[config.mk]
export PLATFORM = sky130hd
export DESIGN_NAME = ifetch_queue
export DESIGN_NICKNAME = d
export VERILOG_FILES = /design/src/rtl/ifetch_queue.sv
export SDC_FILE = /design/constraint.sdc
export NUM_CORES = 1
export LEC_CHECK = 0
export ABC_AREA = 1
export CORE_ASPECT_RATIO = 0.5
export CORE_MARGIN = 8
export CORE_UTILIZATION = 55
export CTS_CLUSTER_SIZE = 25
export DETAILED_ROUTE_END_ITERATION = 8
export GPL_ROUTABILITY_DRIVEN = 0
export PLACE_DENSITY = 0.8
export SLEW_MARGIN = 20
export SYNTH_ARGS = -nofsm -noshare
export SYNTH_HDL_FRONTEND = slang
export SYNTH_SLANG_ARGS = --single-unit
[constraint.sdc]
create_clock -name clk -period 7.9 [get_ports clk]
set_input_delay 2.37 -clock clk [delete_from_list [all_inputs] [get_ports clk]]
set_output_delay 2.37 -clock clk [all_outputs]
set_load 0.03 [all_outputs]
[src/rtl/ifetch_queue.sv]
// Instruction fetch queue: issues sequential ROM reads, captures each
// response one cycle later into a small circular buffer, and hands the
// head entry to decode. A redirect flushes everything and restarts
// fetching at the (word-aligned) target.
// Optional feature: define IFQ_BYPASS_EN to forward an arriving ROM word
// straight to decode when the queue is empty (one-cycle fetch latency).
module ifetch_queue #(
  parameter int unsigned            XLEN     = 32,
  parameter int unsigned            DEPTH    = 4,
  parameter logic [XLEN-1:0]        RESET_PC = '0
) (
  input  logic                       clk,
  input  logic                       rst_n,
  input  logic                       redirect_i,
  input  logic [XLEN-1:0]            redirect_pc_i,
  output logic                       rom_ce_o,
  output logic [XLEN-1:0]            rom_addr_o,
  input  logic [31:0]                rom_data_i,
  output logic                       id_valid_o,
  input  logic                       id_ready_i,
  output logic [XLEN-1:0]            id_pc_o,
  output logic [31:0]                id_inst_o,
  output logic [$clog2(DEPTH):0]     count_o
);

  localparam int unsigned AW = $clog2(DEPTH);
  localparam int unsigned CW = AW + 1;
  localparam logic [CW:0] DEPTH_W = (CW+1)'(DEPTH);
  localparam logic [31:0] NOP     = 32'h0000_0013;

  logic [XLEN-1:0] fetch_pc;
  logic [XLEN-1:0] flight_pc;
  logic            in_flight;
  logic [AW-1:0]   head;
  logic [AW-1:0]   tail;
  logic [CW-1:0]   count;

  logic [XLEN-1:0] pc_mem   [DEPTH];
  logic [31:0]     inst_mem [DEPTH];

  logic [CW:0] occupancy;
  logic        issue;
  logic        arrive;
  logic        queue_empty;
  logic        bypass;
  logic        id_valid;
  logic        push;
  logic        pop;

  // Slot reservation counts the in-flight read, so a push always has room.
  // Gating with rst_n keeps the ROM idle for the whole reset interval and
  // lets the first fetch appear as soon as reset releases.
  always_comb begin
    occupancy   = {1'b0, count} + {{CW{1'b0}}, in_flight};
    issue       = rst_n && !redirect_i && (occupancy < DEPTH_W);
    arrive      = in_flight && !redirect_i;
    queue_empty = (count == '0);
`ifdef IFQ_BYPASS_EN
    bypass      = arrive && queue_empty;
`else
    bypass      = 1'b0;
`endif
    id_valid    = rst_n && !redirect_i && (!queue_empty || bypass);
    pop         = id_valid && id_ready_i && !queue_empty;
    // A bypassed word that decode accepts immediately never needs a slot.
    push        = arrive && !(bypass && id_ready_i);
  end

  // Decode-side output mux: head entry, bypassed response, or NOP filler.
  always_comb begin
    id_pc_o   = '0;
    id_inst_o = NOP;
    if (id_valid) begin
      id_pc_o   = pc_mem[head];
      id_inst_o = inst_mem[head];
`ifdef IFQ_BYPASS_EN
      if (bypass) begin
        id_pc_o   = flight_pc;
        id_inst_o = rom_data_i;
      end
`endif
    end
  end

  assign rom_ce_o   = issue;
  assign rom_addr_o = fetch_pc;
  assign id_valid_o = id_valid;
  assign count_o    = count;

  // Fetch PC, in-flight tracking, pointers and occupancy.
  always_ff @(posedge clk or negedge rst_n) begin
    if (!rst_n) begin
      fetch_pc  <= RESET_PC;
      flight_pc <= '0;
      in_flight <= 1'b0;
      head      <= '0;
      tail      <= '0;
      count     <= '0;
    end else if (redirect_i) begin
      fetch_pc  <= {redirect_pc_i[XLEN-1:2], 2'b00};
      in_flight <= 1'b0;
      head      <= '0;
      tail      <= '0;
      count     <= '0;
    end else begin
      in_flight <= issue;
      if (issue) begin
        flight_pc <= fetch_pc;
        fetch_pc  <= fetch_pc + XLEN'(4);
      end
      if (push) tail <= tail + 1'b1;
      if (pop)  head <= head + 1'b1;
      case ({push, pop})
        2'b10:   count <= count + 1'b1;
        2'b01:   count <= count - 1'b1;
        default: count <= count;
      endcase
    end
  end

  // Queue storage; contents need no reset because count gates visibility.
  always_ff @(posedge clk) begin
    if (push) begin
      pc_mem[tail]   <= flight_pc;
      inst_mem[tail] <= rom_data_i;
    end
  end

endmodule

==> out/summary.txt, run 1 <==
Post-detail-place hpwl = 20300 µm
Fin worst setup slack = 0.887 ns
Synth top area cells = edfxtp_1, dfrtp_1, nor2_1
Fin. Hold Viols = 0
Share of the synthesized area in the top cell type = 0.553
First DRT Iteration DRCs = 963
GRT Total Usage = 0.212
Slew Viols, Final = 0
Cells after Synth = 1278
Yosys top cell by area = edfxtp_1
Share of layout cells above drive strength 1 = 0.0917
Worst path most repeated cell = clkdlybuf4s50_1
Maximum buffer depth of the clock tree = 3
Number of synthesized flops with an enable pin = 248
Status = finished, final reports clean
Pwr Total = 0.00396 W
Ports = 169
Die height = 127 µm
Antenna Violating Nets Remaining = 0
Flop pwr share = 0.513
Worst-Skew Late Latency = 0.55 ns
Initial Utilization = 0.560
Synth Area in Simple Gates = 0.170
Initial antenna violation count = 0
Compound-Gate Fraction of Synth Area = 0.0931
Slowest library cell on the worst path = clkdlybuf4s50_1
Routed WL = 32600 µm
Internal power = 0.00292 W
CTS resizes = 0
RSZ-0062 raised after global routing = no
Comb pwr share = 0.127
DR pass1 iterations = 5
Primary FF master, synth = edfxtp_1
Final Cycle Share = 0.888
Clock root cell = clkbuf_16
Worst path max stage delay = 0.68 ns
Non-filler cells, final = 1755
PortBufs = 162
CTS tree = yes
Cts bufs inserted = 27
Post-Place Cells = 1705
Largest fanout on the critical path = 59
Post-synthesis adder-cell area fraction = 0.00614
First-pass GRT wire length = 50700 µm
Total negative setup slack = 0 ns
Worst path cell trace = clkdlybuf4s50_1 > nor2_4 > nand2_2 > buf_4 > inv_1 > clkdlybuf4s50_1
Net Sw Frac = 0.262
CP arrival = 4.64 ns
Post-synthesis cell area = 13500 µm²
Vias = 9776
Worst slack at placement = 0.859 ns
Die X = 237 µm
Core area = 24000 µm²
CTS sink cnt = 316
Fmax = 143 MHz
# fillers = 1712
Cell Pwr Density = 240 nW/µm²
Pin count of the biggest net entering global routing = 92
Maximum vdd ir drop = 180 µV
Seq cells post-synth = 316
Xor/xnor share of the synthesized area = 0.00586
Row count = 40
Slew headroom = 0.327
Share of the yosys chip area belonging to registers = 0.680
Clock Power Share = 0.360
Worst Setup End Kind = primary output
FF/Latch Area = 9150 µm²
Asr flop ratio synth = 0.215
Syn-to-layout area delta = 22.2%
Syn. warnings = 0
Setup Buffers After CTS = 0
Post-synthesis mux area share = 0
Clock slew seen by the registers of the worst setup and hold paths = 0.07 ns
Hold-fix buffers, CTS = 0
# H-tree levels = 1
Die ar. = 30000 µm²
Pleak = 6.21 nW
P_sw = 0.00104 W
WP buf/inv = 4
Setup-failing EPs final = 0
Vias/cell = 5.57
Clk_skew = 0.00961 ns
DRC = 0
Grt total ovfl = 0
Synth unique cells = 36
Antenna cell count = 0
Final nets = 1493
Worst slew pin tran = 1.01 ns
Synth Area per Inst = 10.5 µm²
Largest family of logic cells by synthesized area = simple AND/OR/NAND/NOR gates
Area of the multi-input gates = 3750 µm²
Worst hold slack = 0.520 ns
Routed WL per cell = 18.6 µm
Crit path launch type = input port
Worst Hold Class = flop to flop
Crit path kind = input port to primary output
Max-cap violations = 0
Required @ worst endpoint = 5.53 ns
Minimum clock period = 7.01 ns
Number of global-route vias before repair = 9521
CP delay by family, top = buffers and inverters
==> cells by family after synthesis <==
| group | after synthesis |
|---|---|
| simple gates | 562 |
| flops | 316 |
| compound gates | 243 |
| buf+inv | 141 |
| xor+xnor | 9 |
| fa+ha+maj | 6 |
| other cells | 1 |
==> metrics by stage <==
step / area [µm²] / utilization
2_1_floorplan: 13500 / -
3_3_place_gp: 15500 / 0.645
3_5_place_dp: 15500 / 0.645
4_1_cts: 16500 / 0.685
5_1_grt: 16500 / 0.685
6_report: 16500 / 0.685
==> cell usage after synthesis (3+ instances only) <==
library cell  number
o211ai_1           7
nor2_4             5
xor2_1             6
nand2_2            7
nand2_1          192
buf_1              3
ha_1               5
nand3_1           29
edfxtp_1         248
dfrtp_1           68
inv_1             71
nor2_2             3
a21oi_1           61
buf_2             16
buf_4             14
o21ai_0          168
inv_2              4
clkbuf_1          32
nor2_1           312
nand4_1            5
xnor2_1            3
==> registers in the layout (all words and copies together) (netlist names) <==
signal	flops
inst_mem	128
pc_mem	120
flight_pc	30
rom_addr_o	30
count_o	3
head	2
tail	2
in_flight	1
==> final timing paths <==
kind	startpoint	to	slack, ns	cells past startpoint
worst max-delay path	redirect_i	id_valid_o	0.89	6
worst min-delay path	flight_pc[24]$_DFFE_PN0P_	pc_mem[1][24]$_DFFE_PP_	0.52	0
worst max register to register	in_flight$_DFF_PN0_	pc_mem[3][16]$_DFFE_PP_	5.15	5
worst min register to register	flight_pc[24]$_DFFE_PN0P_	pc_mem[1][24]$_DFFE_PP_	0.52	0
max in group asynchronous	rst_n	head[0]$_DFFE_PN0P_	5.23	2
min in group asynchronous	rst_n	flight_pc[28]$_DFFE_PN0P_	2.04	2
==> cells in the final DEF, fill, tap and decap left out, types with 29 or more instances in the layout <==
| master | n |
|---|---|
| a21oi_1 | 61 |
| nand2_1 | 192 |
| dfrtp_1 | 66 |
| o21ai_0 | 168 |
| edfxtp_1 | 248 |
| buf_4 | 29 |
| nand3_1 | 29 |
| clkdlybuf4s50_1 | 119 |
| inv_1 | 71 |
| nor2_1 | 308 |
==> cell type report <==
type	count	area share
clock buffers	30	0.0430
clock inverters	20	0.0150
inverters	76	0.0175
multi-input cells	824	0.228
flip-flops and latches	316	0.556
well taps	315	0.0240
repair buffers	174	0.116
==> power groups by stage <==
stage	Clock [W]	Combinational (W)	Sequential [W]
3_5_place_dp	0	0.000502	0.00206
4_1_cts	0.00144	0.000507	0.00203
6_report	0.00142	0.000503	0.00203
3_3_place_gp	0	0.000488	0.00205
2_1_floorplan	0	0.000249	0.00206
5_1_grt	0.00150	0.000548	0.00204
==> layer usage <==
metal  up-vias  share of wire  routed length (µm)  GRT usage
li1       4586              -                   -          -
met1      4732           0.41               13500      0.278
met2       404           0.50               16200      0.360
met3        54          0.071                2320     0.0408
met4         0          0.019                 618     0.0564
met5         -              0                   0          0
(Power assumes the default switching activity.)
==> run 2, diff against run 1 <==
--- a/config.mk
+++ b/config.mk
@@ -6,6 +6,7 @@
 export NUM_CORES = 1
 export LEC_CHECK = 0
 export ABC_AREA = 1
+export CAP_MARGIN = 40
 export CORE_ASPECT_RATIO = 0.5
 export CORE_MARGIN = 8
 export CORE_UTILIZATION = 55
@@ -13,6 +14,7 @@
 export DETAILED_ROUTE_END_ITERATION = 8
 export GPL_ROUTABILITY_DRIVEN = 0
 export PLACE_DENSITY = 0.8
+export SKIP_LAST_GASP = 1
 export SLEW_MARGIN = 20
 export SYNTH_ARGS = -nofsm -noshare
 export SYNTH_HDL_FRONTEND = slang
==> run 2 against run 1 <==
  * Worst hold slack got worse by 0.015 ns
  * Total power shrank 4.6%
  * Design area decreased by 0.17%
  * Sequential cell count is the same
  * Critical path type unchanged
  * Critical endpoint unchanged
==> out/summary.txt, run 2 (synthesis gave the netlist of run 1 again) <==
CTS sink cnt = 316 (unchanged)
Worst-Skew Late Latency = 0.55 ns (about the same)
Worst slew pin tran = 0.811 ns (was 1.01 ns)
Worst Setup End Kind = primary output (unchanged)
Detail Route met3 WL = 2340 µm (was 2320 µm)
FF-to-FF path depth = 5 (unchanged)
R2R setup slack = 5.32 ns (was 5.15 ns)
First DRT Iteration DRCs = 1011 (was 963)
Max-cap violations = 0 (unchanged)
HP Start = flight_pc[24]$_DFFE_PN0P_ (unchanged)
Total negative setup slack = 0 ns (unchanged)
Final nets = 1498 (was 1493)
Vias/cell = 5.52 (was 5.57)
Max reg flops = 128 (unchanged)
GRT Total Usage = 0.210 (was 0.212)
RSZ-0062 raised after global routing = no (unchanged)
Routed WL = 32300 µm (was 32600 µm)
Hold-fix buffers, CTS = 0 (unchanged)
Fmax = 143 MHz (about the same)
Die X = 237 µm (unchanged)
Reg2reg start = in_flight$_DFF_PN0_ (unchanged)
WHS Path Cells = 0 (unchanged)
Die ar. = 30000 µm² (unchanged)
CP arrival = 4.64 ns (about the same)
Biggest regs = inst_mem: 128 flops, pc_mem: 120 flops (unchanged)
Post-detail-place hpwl = 20800 µm (was 20300 µm)
Cts bufs inserted = 27 (unchanged)
Highest routed metal layer = met4 (unchanged)
Worst Hold End = pc_mem[1][24]$_DFFE_PP_ (unchanged)
Status = finished, final reports clean (unchanged)
DR pass1 iterations = 5 (unchanged)
Cell Area, Placed = 15600 µm² (was 15500 µm²)
Antenna Violating Nets Remaining = 0 (unchanged)
Initial Utilization = 0.560 (unchanged)
Number of global-route vias before repair = 9683 (was 9521)
Row count = 40 (unchanged)
PortBufs = 162 (unchanged)
P_sw = 0.00100 W (was 0.00104 W)
Worst Hold Class = flop to flop (unchanged)
Final Cell Area = 16400 µm² (was 16500 µm²)
Ports = 169 (unchanged)
Maximum buffer depth of the clock tree = 3 (unchanged)
Pin count of the biggest net entering global routing = 77 (was 92)
Net Sw Frac = 0.266 (was 0.262)
Largest Register = inst_mem (unchanged)
Syn-to-layout area delta = 22.0% (was 22.2%)
Comb pwr share = 0.134 (was 0.127)
Largest fanout on the critical path = 59 (unchanged)
Vias = 9718 (was 9776)
CTS resizes = 0 (unchanged)
Commonest cells after routing, fill and taps aside = nor2_1, edfxtp_1, nand2_1 (unchanged)
M1 wire length = 13500 µm (about the same)
Maximum vdd ir drop = 150 µV (was 180 µV)
# H-tree levels = 1 (unchanged)
CTS tree = yes (unchanged)
Flop pwr share = 0.537 (was 0.513)
Clock Power Share = 0.328 (was 0.360)
Fin. Hold Viols = 0 (unchanged)
Grt total ovfl = 0 (unchanged)
Met2 wire length = 15800 µm (was 16200 µm)
Die height = 127 µm (unchanged)
Crit path launch type = input port (unchanged)
Worst hold slack = 0.505 ns (was 0.520 ns)
Share of layout cells above drive strength 1 = 0.0915 (was 0.0917)
Clock slew seen by the registers of the worst setup and hold paths = 0.08 ns (was 0.07 ns)
Clk_skew = 0.0327 ns (was 0.00961 ns)
Setup-failing EPs final = 0 (unchanged)
Initial antenna violation count = 1 (was 0)
First-pass GRT wire length = 50800 µm (was 50700 µm)
Slew headroom = 0.452 (was 0.327)
DRC = 0 (unchanged)
Pleak = 6.21 nW (about the same)
Slew Viols, Final = 0 (unchanged)
# fillers = 1736 (was 1712)
Leading cell type in the layout, fill and taps excluded = nor2_1 (unchanged)
Setup Buffers After CTS = 0 (unchanged)
Clock root cell = clkbuf_16 (unchanged)
Post-layout util = 0.684 (was 0.685)
Internal power = 0.00277 W (was 0.00292 W)
Final Cycle Share = 0.887 (was 0.888)
Cell Pwr Density = 230 nW/µm² (was 240 nW/µm²)
Crit path kind = input port to primary output (unchanged)
Minimum clock period = 7.01 ns (about the same)
Required @ worst endpoint = 5.53 ns (about the same)
Routed WL per cell = 18.4 µm (was 18.6 µm)
Reg2reg end = inst_mem[1][19]$_DFFE_PP_ (was pc_mem[3][16]$_DFFE_PP_)
Core area = 24000 µm² (unchanged)
[run 2: cell types whose count changed in the layout (fill, tap and decap cells not counted), sizes merged]
cell      previous run  this run
clkinv               7        13
clkbuf              30        34
bufinv               5         0
buf                 55        60
inv                 77        75
clkinvlp             7         2
diode                0         1
[run 2: worst max-delay path by stage]
stage / cells after the start / endpoint / slack (ns) / from
4_1_cts: 6 / id_valid_o / 0.87 / redirect_i
3_5_place_dp: 6 / id_valid_o / 0.87 / redirect_i
2_1_floorplan: 6 / id_inst_o[0] / 1.83 / redirect_i
5_1_grt: 6 / id_valid_o / 0.79 / redirect_i
3_3_place_gp: 6 / id_valid_o / 0.89 / redirect_i
6_report: 6 / id_valid_o / 0.89 / redirect_i
[run 2: area by class of cell]
| type | count | area, µm² | area share |
|---|---|---|---|
| antenna | 1 | 2.50 | 0.000152 |
| clock buffer | 34 | 733 | 0.0446 |
| clock inverter | 14 | 76.3 | 0.00465 |
| inverter | 76 | 287 | 0.0174 |
| multi-input combinational | 824 | 3750 | 0.228 |
| sequential | 316 | 9150 | 0.557 |
| tap | 315 | 394 | 0.0240 |
| timing repair buffer | 179 | 2030 | 0.124 |
[run 2: routing by layer]
layer,track usage,up-vias
met5,0,-
met4,0.0575,0
met3,0.0419,49
met2,0.358,387
met1,0.274,4688
li1,-,4594
[run 2: through the flow]
step | power [W] | setup WS [ns] | std cells
3_3_place_gp | 0.00254 | 0.894 | 1705
4_1_cts | 0.00379 | 0.866 | 1758
3_5_place_dp | 0.00256 | 0.874 | 1710
6_report | 0.00377 | 0.890 | 1759
5_1_grt | 0.00390 | 0.789 | 1759
2_1_floorplan | 0.00231 | 1.83 | 1281
[run 2: power by group through the flow]
| stage | registers (W) | logic, W | clock network, W |
|---|---|---|---|
| 6_report | 0.00203 | 0.000507 | 0.00124 |
| 5_1_grt | 0.00204 | 0.000553 | 0.00131 |
| 4_1_cts | 0.00203 | 0.000511 | 0.00125 |
| 3_5_place_dp | 0.00206 | 0.000506 | 0 |
| 3_3_place_gp | 0.00205 | 0.000488 | 0 |
| 2_1_floorplan | 0.00206 | 0.000249 | 0 |
[run 2: critical path, cell delays in order]
cell and delay, ns:
clkdlybuf4s50_1 0.53, nor2_4 0.07, nand2_2 0.10, buf_4 0.59, inv_1 0.28, clkdlybuf4s50_1 0.67
